$ cat src/rtl/sink_pkg.sv
// ============================================================================
// Module : sink_pkg
// Brief  : Shared state encoding and defaults for the sink-table search block.
// Rev    : 1.0
// ============================================================================
`default_nettype none

package sink_pkg;

    localparam int unsigned c_word_w_def   = 16;
    localparam logic [15:0] c_sentinel_def = 16'hFFFF;

    localparam int unsigned c_state_w = 3;
    localparam logic [c_state_w-1:0] c_st_idle  = 3'd0;
    localparam logic [c_state_w-1:0] c_st_fetch = 3'd1;
    localparam logic [c_state_w-1:0] c_st_wait  = 3'd2;
    localparam logic [c_state_w-1:0] c_st_cmp   = 3'd3;
    localparam logic [c_state_w-1:0] c_st_done  = 3'd4;

    // Index width never drops below one bit, even for a single-entry table.
    function automatic int idx_width(input int n);
        return (n > 1) ? $clog2(n) : 1;
    endfunction

endpackage

`default_nettype wire

$ cat src/rtl/sink_table_search_if.sv
// ============================================================================
// Module : sink_table_search_if
// Brief  : Control, key and memory-read bundle of the sink-table search block.
// Rev    : 1.0
// ============================================================================
`default_nettype none

interface sink_table_search_if #(
    parameter int WORD_W      = 16,
    parameter int ADDR_W      = 16,
    parameter int NUM_ENTRIES = 16
);
    import sink_pkg::*;

    localparam int IDX_W = idx_width(NUM_ENTRIES);

    logic              start;
    logic              abort;
    logic [WORD_W-1:0] key;
    logic [WORD_W-1:0] data_in;
    logic [ADDR_W-1:0] address;
    logic              busy;
    logic              done;
    logic              found;
    logic [IDX_W-1:0]  match_idx;

    modport master (
        output start, abort, key, data_in,
        input  address, busy, done, found, match_idx
    );

    modport slave (
        input  start, abort, key, data_in,
        output address, busy, done, found, match_idx
    );

endinterface

`default_nettype wire

$ cat src/rtl/sink_addr_gen.sv
// ============================================================================
// Module : sink_addr_gen
// Brief  : Entry index counter and BASE_ADDR + idx*STRIDE address register.
// Rev    : 1.0
// ============================================================================
`default_nettype none

module sink_addr_gen #(
    parameter int ADDR_W    = 16,
    parameter int IDX_W     = 4,
    parameter int STRIDE    = 2,
    parameter int BASE_ADDR = 0
) (
    input  wire logic              clock,
    input  wire logic              reset,
    input  wire logic              load,
    input  wire logic              inc,
    output logic      [IDX_W-1:0]  idx,
    output logic      [ADDR_W-1:0] address
);

    localparam logic [ADDR_W-1:0] c_base   = ADDR_W'(BASE_ADDR);
    localparam logic [ADDR_W-1:0] c_stride = ADDR_W'(STRIDE);

    logic [IDX_W-1:0]  w_idx_next;
    logic [ADDR_W-1:0] w_addr_next;

    // Address arithmetic wraps modulo 2^ADDR_W by construction.
    assign w_idx_next  = idx + IDX_W'(1);
    assign w_addr_next = c_base + ADDR_W'(w_idx_next) * c_stride;

    always_ff @(posedge clock or posedge reset) begin
        if (reset) begin
            idx     <= '0;
            address <= c_base;
        end else if (load) begin
            idx     <= '0;
            address <= c_base;
        end else if (inc) begin
            idx     <= w_idx_next;
            address <= w_addr_next;
        end
    end

endmodule

`default_nettype wire

$ cat src/rtl/sink_table_search.sv
// ============================================================================
// Module : sink_table_search
// Brief  : Start-triggered scan of the known-sinks table for a latched key.
// Rev    : 1.0
// ============================================================================
`default_nettype none

module sink_table_search
    import sink_pkg::*;
#(
    parameter int                WORD_W           = c_word_w_def,
    parameter int                ADDR_W           = 16,
    parameter int                NUM_ENTRIES      = 16,
    parameter int                STRIDE           = 2,
    parameter int                BASE_ADDR        = 0,
    parameter int                RD_LAT           = 1,
    parameter logic [WORD_W-1:0] SENTINEL         = WORD_W'(c_sentinel_def),
    parameter int                STOP_ON_SENTINEL = 1
) (
    input wire logic         clock,
    input wire logic         reset,
    sink_table_search_if.slave bus
);

    localparam int IDX_W = idx_width(NUM_ENTRIES);
    localparam logic [IDX_W-1:0] c_last_idx  = IDX_W'(NUM_ENTRIES - 1);
    localparam logic [2:0]       c_wait_last = 3'((RD_LAT >= 2) ? (RD_LAT - 2) : 0);

    logic [c_state_w-1:0] r_state, w_state_next;
    logic [2:0]           r_wait_cnt;
    logic [WORD_W-1:0]    r_key;
    logic                 r_busy, r_done, r_found;
    logic [IDX_W-1:0]     r_match_idx;
    logic [IDX_W-1:0]     w_idx;
    logic [ADDR_W-1:0]    w_address;
    logic                 w_busy_st, w_cmp_now, w_accept;
    logic                 w_is_sent, w_hit, w_last, w_end;
    logic                 w_load, w_inc, w_set_found, w_clear;

    sink_addr_gen #(
        .ADDR_W    (ADDR_W),
        .IDX_W     (IDX_W),
        .STRIDE    (STRIDE),
        .BASE_ADDR (BASE_ADDR)
    ) u_addr_gen (
        .clock   (clock),
        .reset   (reset),
        .load    (w_load),
        .inc     (w_inc),
        .idx     (w_idx),
        .address (w_address)
    );

    assign w_busy_st = (r_state == c_st_fetch) || (r_state == c_st_wait) || (r_state == c_st_cmp);
    // With zero read latency the data belongs to the address presented this cycle.
    assign w_cmp_now = (r_state == c_st_cmp) || ((RD_LAT == 0) && (r_state == c_st_fetch));
    assign w_accept  = bus.start && !bus.abort && ((r_state == c_st_idle) || (r_state == c_st_done));
    assign w_is_sent = (STOP_ON_SENTINEL != 0) && (bus.data_in == SENTINEL);
    assign w_hit     = (bus.data_in == r_key);
    assign w_last    = (w_idx == c_last_idx);
    assign w_end     = w_is_sent || w_hit || w_last;

    always_ff @(posedge clock or posedge reset) begin
        if (reset) begin
            r_state <= c_st_idle;
        end else begin
            r_state <= w_state_next;
        end
    end

    always_comb begin
        w_state_next = r_state;
        case (r_state)
            c_st_idle, c_st_done: begin
                if (w_accept) begin
                    w_state_next = c_st_fetch;
                end
            end
            c_st_fetch, c_st_wait, c_st_cmp: begin
                if (bus.abort) begin
                    w_state_next = c_st_idle;
                end else if (w_cmp_now) begin
                    w_state_next = w_end ? c_st_done : c_st_fetch;
                end else if (r_state == c_st_fetch) begin
                    w_state_next = (RD_LAT <= 1) ? c_st_cmp : c_st_wait;
                end else if ((r_state == c_st_wait) && (r_wait_cnt == c_wait_last)) begin
                    w_state_next = c_st_cmp;
                end
            end
            default: w_state_next = c_st_idle;
        endcase
    end

    always_comb begin
        w_load      = w_accept;
        w_inc       = w_cmp_now && !bus.abort && !w_end;
        // Sentinel outranks a key match, so a key equal to SENTINEL is never reported.
        w_set_found = w_cmp_now && !bus.abort && !w_is_sent && w_hit;
        w_clear     = w_accept || (w_busy_st && bus.abort);
    end

    always_ff @(posedge clock or posedge reset) begin
        if (reset) begin
            r_wait_cnt <= '0;
        end else if (r_state != c_st_wait) begin
            r_wait_cnt <= '0;
        end else begin
            r_wait_cnt <= r_wait_cnt + 3'd1;
        end
    end

    always_ff @(posedge clock or posedge reset) begin
        if (reset) begin
            r_key       <= '0;
            r_busy      <= 1'b0;
            r_done      <= 1'b0;
            r_found     <= 1'b0;
            r_match_idx <= '0;
        end else begin
            if (w_load) begin
                r_key <= bus.key;
            end
            r_busy <= (w_state_next == c_st_fetch) || (w_state_next == c_st_wait) ||
                      (w_state_next == c_st_cmp);
            r_done <= (w_state_next == c_st_done);
            if (w_clear) begin
                r_found     <= 1'b0;
                r_match_idx <= '0;
            end else if (w_set_found) begin
                r_found     <= 1'b1;
                r_match_idx <= w_idx;
            end
        end
    end

    assign bus.address   = w_address;
    assign bus.busy      = r_busy;
    assign bus.done      = r_done;
    assign bus.found     = r_found;
    assign bus.match_idx = r_match_idx;

endmodule

`default_nettype wire

$ cat src/flat_wrapper.sv
// flat-port wrapper written by rule: the top's interface ports become plain ports
module sink_table_search_flat import sink_pkg::*;
#(
    parameter int                WORD_W           = c_word_w_def,
    parameter int                ADDR_W           = 16,
    parameter int                NUM_ENTRIES      = 16,
    parameter int                STRIDE           = 2,
    parameter int                BASE_ADDR        = 0,
    parameter int                RD_LAT           = 1,
    parameter logic [WORD_W-1:0] SENTINEL         = WORD_W'(c_sentinel_def),
    parameter int                STOP_ON_SENTINEL = 1
)
  (clock, reset, bus_start, bus_abort, bus_key, bus_data_in, bus_address, bus_busy, bus_done, bus_found, bus_match_idx);
  sink_table_search_if #(.WORD_W(WORD_W), .ADDR_W(ADDR_W), .NUM_ENTRIES(NUM_ENTRIES)) bus_i ();
  input wire logic clock;
  input wire logic reset;
  input wire logic [$bits(bus_i.start)-1:0] bus_start;
  input wire logic [$bits(bus_i.abort)-1:0] bus_abort;
  input wire logic [$bits(bus_i.key)-1:0] bus_key;
  input wire logic [$bits(bus_i.data_in)-1:0] bus_data_in;
  output wire logic [$bits(bus_i.address)-1:0] bus_address;
  output wire logic [$bits(bus_i.busy)-1:0] bus_busy;
  output wire logic [$bits(bus_i.done)-1:0] bus_done;
  output wire logic [$bits(bus_i.found)-1:0] bus_found;
  output wire logic [$bits(bus_i.match_idx)-1:0] bus_match_idx;
  assign bus_i.start = bus_start;
  assign bus_i.abort = bus_abort;
  assign bus_i.key = bus_key;
  assign bus_i.data_in = bus_data_in;
  assign bus_address = bus_i.address;
  assign bus_busy = bus_i.busy;
  assign bus_done = bus_i.done;
  assign bus_found = bus_i.found;
  assign bus_match_idx = bus_i.match_idx;
  sink_table_search #(.WORD_W(WORD_W), .ADDR_W(ADDR_W), .NUM_ENTRIES(NUM_ENTRIES), .STRIDE(STRIDE), .BASE_ADDR(BASE_ADDR), .RD_LAT(RD_LAT), .SENTINEL(SENTINEL), .STOP_ON_SENTINEL(STOP_ON_SENTINEL)) u_core (.clock(clock), .reset(reset), .bus(bus_i));
endmodule
$ cat config.mk
export PLATFORM = sky130hd
export DESIGN_NAME = sink_table_search_flat
export DESIGN_NICKNAME = d
export VERILOG_FILES = /design/src/rtl/sink_pkg.sv /design/src/rtl/sink_table_search_if.sv /design/src/rtl/sink_addr_gen.sv /design/src/rtl/sink_table_search.sv /design/src/flat_wrapper.sv
export SDC_FILE = /design/constraint.sdc
export NUM_CORES = 1
export LEC_CHECK = 0
export CORE_MARGIN = 2
export CORE_UTILIZATION = 49
export CTS_CLUSTER_SIZE = 12
export DETAILED_ROUTE_END_ITERATION = 8
export PLACE_DENSITY = 0.85
export SLEW_MARGIN = 20
export SYNTH_ARGS = -nofsm -noshare
export SYNTH_HDL_FRONTEND = slang
export SYNTH_SLANG_ARGS = --single-unit
$ cat constraint.sdc
create_clock -name clock -period 5.7 [get_ports clock]
set_clock_uncertainty 0.1 [all_clocks]
set_input_delay 0.57 -clock clock [delete_from_list [all_inputs] [get_ports clock]]
set_output_delay 0.57 -clock clock [all_outputs]
set_load 0.005 [all_outputs]
==> impl_metrics.ini, run 1 <==
[outcome]
status = complete, no violations

[setup_path]
reg2reg_from = u_core.r_key[14]$_DFFE_PP0P_
reg2reg_slack_ns = 3.61
cp_slowest_cell = or4_4
crit_chain = clkdlybuf4s50_1 -> xor2_1 -> nor4_2 -> nand4_2 -> or4_4 -> mux2i_1
worstSetupPathType = primary input to flop
critical_path.startpoint = bus_data_in[14]
ff2ff_path_depth = 5
arrival_ns = 2.50
cp.required_ns = 5.84
cpPeakStageDelay_ns = 0.61
r2r-end = u_core.bus.match_idx[0]$_DFFE_PP0P_
cp-start-kind = primary input
cp-end-kind = flop
crit_path_max_fanout = 5
critPathCapture = u_core.bus.match_idx[0]$_DFFE_PP0P_

[routing]
viasPerCell = 4.972
drc = 0
wl_per_cell_um = 12.37
ant_nets = 0
num_vias = 1402
totalWireLength_mm = 3.488
drt_iter0_markers = 80
dr.pass1.iters = 4

[timing]
setup_viol = 0
final-max-slew-violation-count = 0
hold_viol_final = 0
worst_slew_pin_slew_ns = 0.6652
setup_tns_ns = 0
setup_ws_ns = 3.336
max_freq_mhz = 423.0
rsz0062_at_grt = no
fin_crit_sh = 0.4147
period_minus_slack_ns = 2.364
max_slew_margin = 0.5551

[placement]
dp_cells = 274
postPlaceCellArea_um2 = 2215
place_ws_ns = 2.751
dpl.hpwl_mm = 2.576
place_congestion = 0.8416
portBuffers = 46

[global_route]
grt_max_degree = 34
grt_pass1_wl_mm = 5.982
antenna_found_initial = 0
grt_overflow = 0
grt_pass1_vias = 1320
grt_usage = 0.1958

[yosys]
yosys.area_share.adder = 0.02129
synth-simple-area-share = 0.2512
async_reset_ff_frac = 1.000
synth-xor-area-share = 0.08943
yosysWarnings = 0
synth_area_per_cell_um2 = 9.377
synth.area.mux_share = 0.04613
netlist_area_um2 = 1763
synth_top_family_by_area = simple AND/OR/NAND/NOR gates
synth-seq-cells = 33
synth_compound_area_frac = 0.03620
ys_seq_area_frac = 0.4684
ys.flop_type = dfrtp_1
synth_edf_count = 0
postSynthCellCount = 188
ys_types = 32

[power_and_ir_drop]
finalPower_uw = 762.8
power.leakage_uw = 0.001097
vdd_drop_max_uv = 177.4
power-per-cell-area_nw_per_um2 = 335.7
combPwrFrac = 0.339
internal_power_uw = 472.4
p_sw_frac = 0.3807
power.share.clock = 0.171
p_seq_frac = 0.490
p_sw_uw = 290.4

[floorplan]
rows = 21
die_h_um = 63.98
die_area_um2 = 4093
coreArea_um2 = 3390
die_w_um = 63.98
ios = 59
start_util = 0.5201

[min_path]
hold_start = u_core.r_wait_cnt[0]$_DFF_PP0_
hold_path_class = flop to flop
worstHoldPathCells = 1

[cts]
insertion_delay_ns = 0.35
path_clk_slew_ns = 0.11
cts_tree = yes
clock-root-buffer = clkbuf_4
cts_buffer_depth = 2
cts_setup_buffers = 0
cts_buffers = 5
h-tree-depth = 2
cts_hold_buf = 0
cts.repair.resized = 0
clock_sinks = 33

[final_layout]
diodes = 0
drive_above_1_share = 0.07627
mostFrequentLayoutCell = nand2_1
layout_common_cells = nand2_1 (57), clkdlybuf4s50_1 (46), dfrtp_1 (33)
nNetsFinal = 274
final_area_um2 = 2272
areaGrowthSynthToFinish_pct = 28.89
fin_cells = 282

[run]
drv_cap = 0
## power by group through the flow
stage / clock network, µW / logic, µW / registers, µW
2_1_floorplan: 0 / 204 / 349
3_5_place_dp: 0 / 260 / 374
5_1_grt: 144 / 295 / 383
3_3_place_gp: 0 / 251 / 372
4_1_cts: 132 / 261 / 370
6_report: 130 / 259 / 374
## final cells by class
class                   instances  area [µm²]
inverters                       8       30.03
flip-flops and latches         33       825.8
clock inverters                 2       10.01
multi-input cells             140       839.6
clock buffers                   6       41.29
fillers                       291        1117
well taps                      46       57.56
repair buffers                 47       467.9
## kinds of logic after synthesis
kind of cell	Yosys count
flops	33
xor+xnor	18
simple gates	90
fa+ha+maj	3
other cells	1
mux	8
buf+inv	26
compound gates	9
## per-stage QoR
stage | hold WS, ns | utilization
CTS | 0.3865 | 0.6685
floorplan | 0.3427 | -
global route | 0.4223 | 0.6704
finish | 0.3965 | 0.6704
detailed placement | 0.3711 | 0.6534
global placement | 0.3625 | 0.6534
## flip-flops by register name (all words and copies together) (netlist names)
name,count
u_core.r_key,16
u_core.bus.busy,1
u_core.u_addr_gen.address,4
u_core.r_wait_cnt,3
u_core.r_state,3
u_core.bus.done,1
u_core.bus.match_idx,4
u_core.bus.found,1
## metal layers
metal / part of all wire / vias up / track usage
li1: - / 685 / -
met1: 0.44 / 646 / 0.2442
met2: 0.48 / 65 / 0.3112
met3: 0.068 / 6 / 0.06162
met4: 0.017 / 0 / 0.08696
met5: 0 / - / 0
## cell usage after synthesis, types with 2 or more instances
library cell | instances | area share
a21oi_1 | 3 | 0.0085
a31oi_1 | 2 | 0.0071
a32o_1 | 2 | 0.011
buf_4 | 12 | 0.051
clkbuf_1 | 5 | 0.011
dfrtp_1 | 33 | 0.47
ha_1 | 3 | 0.021
inv_1 | 8 | 0.017
mux2i_1 | 7 | 0.040
nand2_1 | 57 | 0.12
nand2b_1 | 2 | 0.0071
nand3_1 | 2 | 0.0057
nand3b_1 | 2 | 0.0085
nand4_1 | 4 | 0.014
nor2_1 | 6 | 0.013
nor3_1 | 6 | 0.017
nor4_2 | 3 | 0.021
xnor2_1 | 2 | 0.0099
xor2_1 | 16 | 0.079
## worst max-delay path, delay by kind of cell
family,cells,cell delay (ns)
multiplexers,1,0.15
AND/OR/NAND/NOR,3,1.15
buffers and inverters,1,0.43
XOR/XNOR,1,0.19
## how the worst min path moves through the flow
stage,slack (ns),to
3_3_place_gp,0.36,u_core.r_wait_cnt[0]$_DFF_PP0_
6_report,0.40,u_core.r_wait_cnt[0]$_DFF_PP0_
3_5_place_dp,0.37,u_core.r_wait_cnt[0]$_DFF_PP0_
2_1_floorplan,0.34,u_core.r_wait_cnt[0]$_DFF_PP0_
5_1_grt,0.42,u_core.r_key[6]$_DFFE_PP0P_
4_1_cts,0.39,u_core.r_wait_cnt[0]$_DFF_PP0_
Power figures use the tool's default switching activity.
==> inputs of run 2 (changes only) <==
- CORE_UTILIZATION: 49 -> 45
- PLACE_DENSITY: 0.85 -> 0.79
- clock period: 5.7 -> 2.21 ns (I/O delays scaled with it)
==> run 2 against run 1 <==
Effect of this change:
- die area rose by 8.3%
- register-to-register slack lost 3.4 ns
- sequential share of layout area decreased by 1.2 points
- critical path depth shrank 1
- sequential cell count stayed put
- critical path type is now flop to flop
- critical endpoint is now u_core.bus.match_idx[2]$_DFFE_PP0P_
- largest cell class unchanged
==> impl_metrics.ini, run 2 (same netlist as run 1, synthesis figures left out) <==
[floorplan]
coreArea_um2 = 3716
start_util = 0.4744
rows = 22
die_area_um2 = 4434
ios = 59
die_h_um = 66.59
die_w_um = 66.59

[cts]
cts_buffers = 5
h-tree-depth = 2
clock-root-buffer = clkbuf_8
cts.repair.resized = 0
cts_hold_buf = 0
insertion_delay_ns = 0.29
cts_tree = yes
cts_setup_buffers = 0
cts_buffer_depth = 2
path_clk_slew_ns = 0.07
clock_sinks = 33

[routing]
dr.pass1.iters = 4
viasPerCell = 4.722
drt_iter0_markers = 82
drc = 0
num_vias = 1374
totalWireLength_mm = 3.476
ant_nets = 0
wl_per_cell_um = 11.95

[final_layout]
diodes = 0
fin_cells = 291
layout_common_cells = nand2_1 (57), clkdlybuf4s50_1 (46), dfrtp_1 (33)
nNetsFinal = 281
largest_register = u_core.r_key
drive_above_1_share = 0.1029
mostFrequentLayoutCell = nand2_1
areaGrowthSynthToFinish_pct = 33.43
largest_register_ffs = 16

[global_route]
grt_max_degree = 34
antenna_found_initial = 0
grt_usage = 0.1814
grt_pass1_wl_mm = 5.816
grt_overflow = 0
grt_pass1_vias = 1368

[run]
drv_cap = 0

[setup_path]
critical-path-top-delay-family = simple AND/OR/NAND/NOR gates
crit_path_max_fanout = 5
worstSetupPathType = flop to flop
cp.required_ns = 2.28
cp_slowest_cell = or4_4
arrival_ns = 2.06
cpPeakStageDelay_ns = 0.59
crit_buf_inv = 0
cp-start-kind = flop
reg2reg_slack_ns = 0.22
cp-end-kind = flop
crit_chain = xor2_1 -> nor4_2 -> nand4_2 -> or4_4 -> mux2i_1

[timing]
rsz0062_at_grt = no
setup_tns_ns = 0
setup_viol = 0
whs_ns = 0.2109
period_minus_slack_ns = 1.986
setup_ws_ns = 0.2235
max_freq_mhz = 503.4
hold_viol_final = 0
final-max-slew-violation-count = 0
fin_crit_sh = 0.8989

[power_and_ir_drop]
power.leakage_uw = 0.001146
vdd_drop_max_uv = 643.7
power-per-cell-area_nw_per_um2 = 880.4

[placement]
portBuffers = 46
place_congestion = 0.7328
dpl.hpwl_mm = 2.605
place_ws_ns = -0.07829
dp_cells = 283

[outcome]
status = complete, no violations

[min_path]
hold_path_class = primary input to asynchronous set/reset pin
-- run 2: cell types whose count changed in the layout (fill, tap and decap cells not counted) --
cell / before / now
buf_4: 1 / 8
nor3_2: 0 / 1
nor3_4: 1 / 0
clkbuf_4: 5 / 0
clkbuf_8: 0 / 5
-- run 2: worst paths after layout --
path | from | endpoint | cells after the start
setup reg to reg | u_core.r_key[14]$_DFFE_PP0P_ | u_core.bus.match_idx[2]$_DFFE_PP0P_ | 5
hold reg to reg | u_core.r_wait_cnt[0]$_DFF_PP0_ | u_core.r_wait_cnt[0]$_DFF_PP0_ | 1
hold / removal | reset | u_core.r_wait_cnt[1]$_DFF_PP0_ | 3
max in group asynchronous | reset | u_core.r_key[9]$_DFFE_PP0P_ | 3
min in group clock | bus_key[3] | u_core.r_key[3]$_DFFE_PP0P_ | 3
setup / recovery | u_core.r_key[14]$_DFFE_PP0P_ | u_core.bus.match_idx[2]$_DFFE_PP0P_ | 5
-- run 2: report_power, final --
part           switching, µW  internal (µW)
clock                    217            218
sequential               164            790
combinational            356            325
-- run 2: layout make-up --
cell class | count | area, µm²
multi-input combinational | 140 | 833.3
timing repair buffer | 54 | 520.5
inverter | 8 | 30.03
tap | 48 | 60.06
sequential | 33 | 825.8
fill | 335 | 1364
clock inverter | 2 | 10.01
clock buffer | 6 | 72.57
-- run 2: metal layers --
metal,part of all wire,up-vias,GRT usage,routed length (µm)
met5,0,-,0,0
met4,0.017,0,0.07653,59
met3,0.053,5,0.06081,184
met2,0.50,45,0.3000,1737
met1,0.43,627,0.2145,1494
li1,-,697,-,-
-- run 2: metrics by stage --
stage / cell area, µm² / utilization / total power (µW)
floorplan: 1804 / - / 1425
finish: 2352 / 0.6330 / 2071
global route: 2352 / 0.6330 / 2243
CTS: 2352 / 0.6330 / 2094
global placement: 2270 / 0.6108 / 1625
detailed placement: 2270 / 0.6108 / 1649
-- run 2: tightest hold or removal path, cell delays in order --
cell and delay (ns):
clkdlybuf4s50_1 0.39, inv_1 0.05, buf_4 0.36
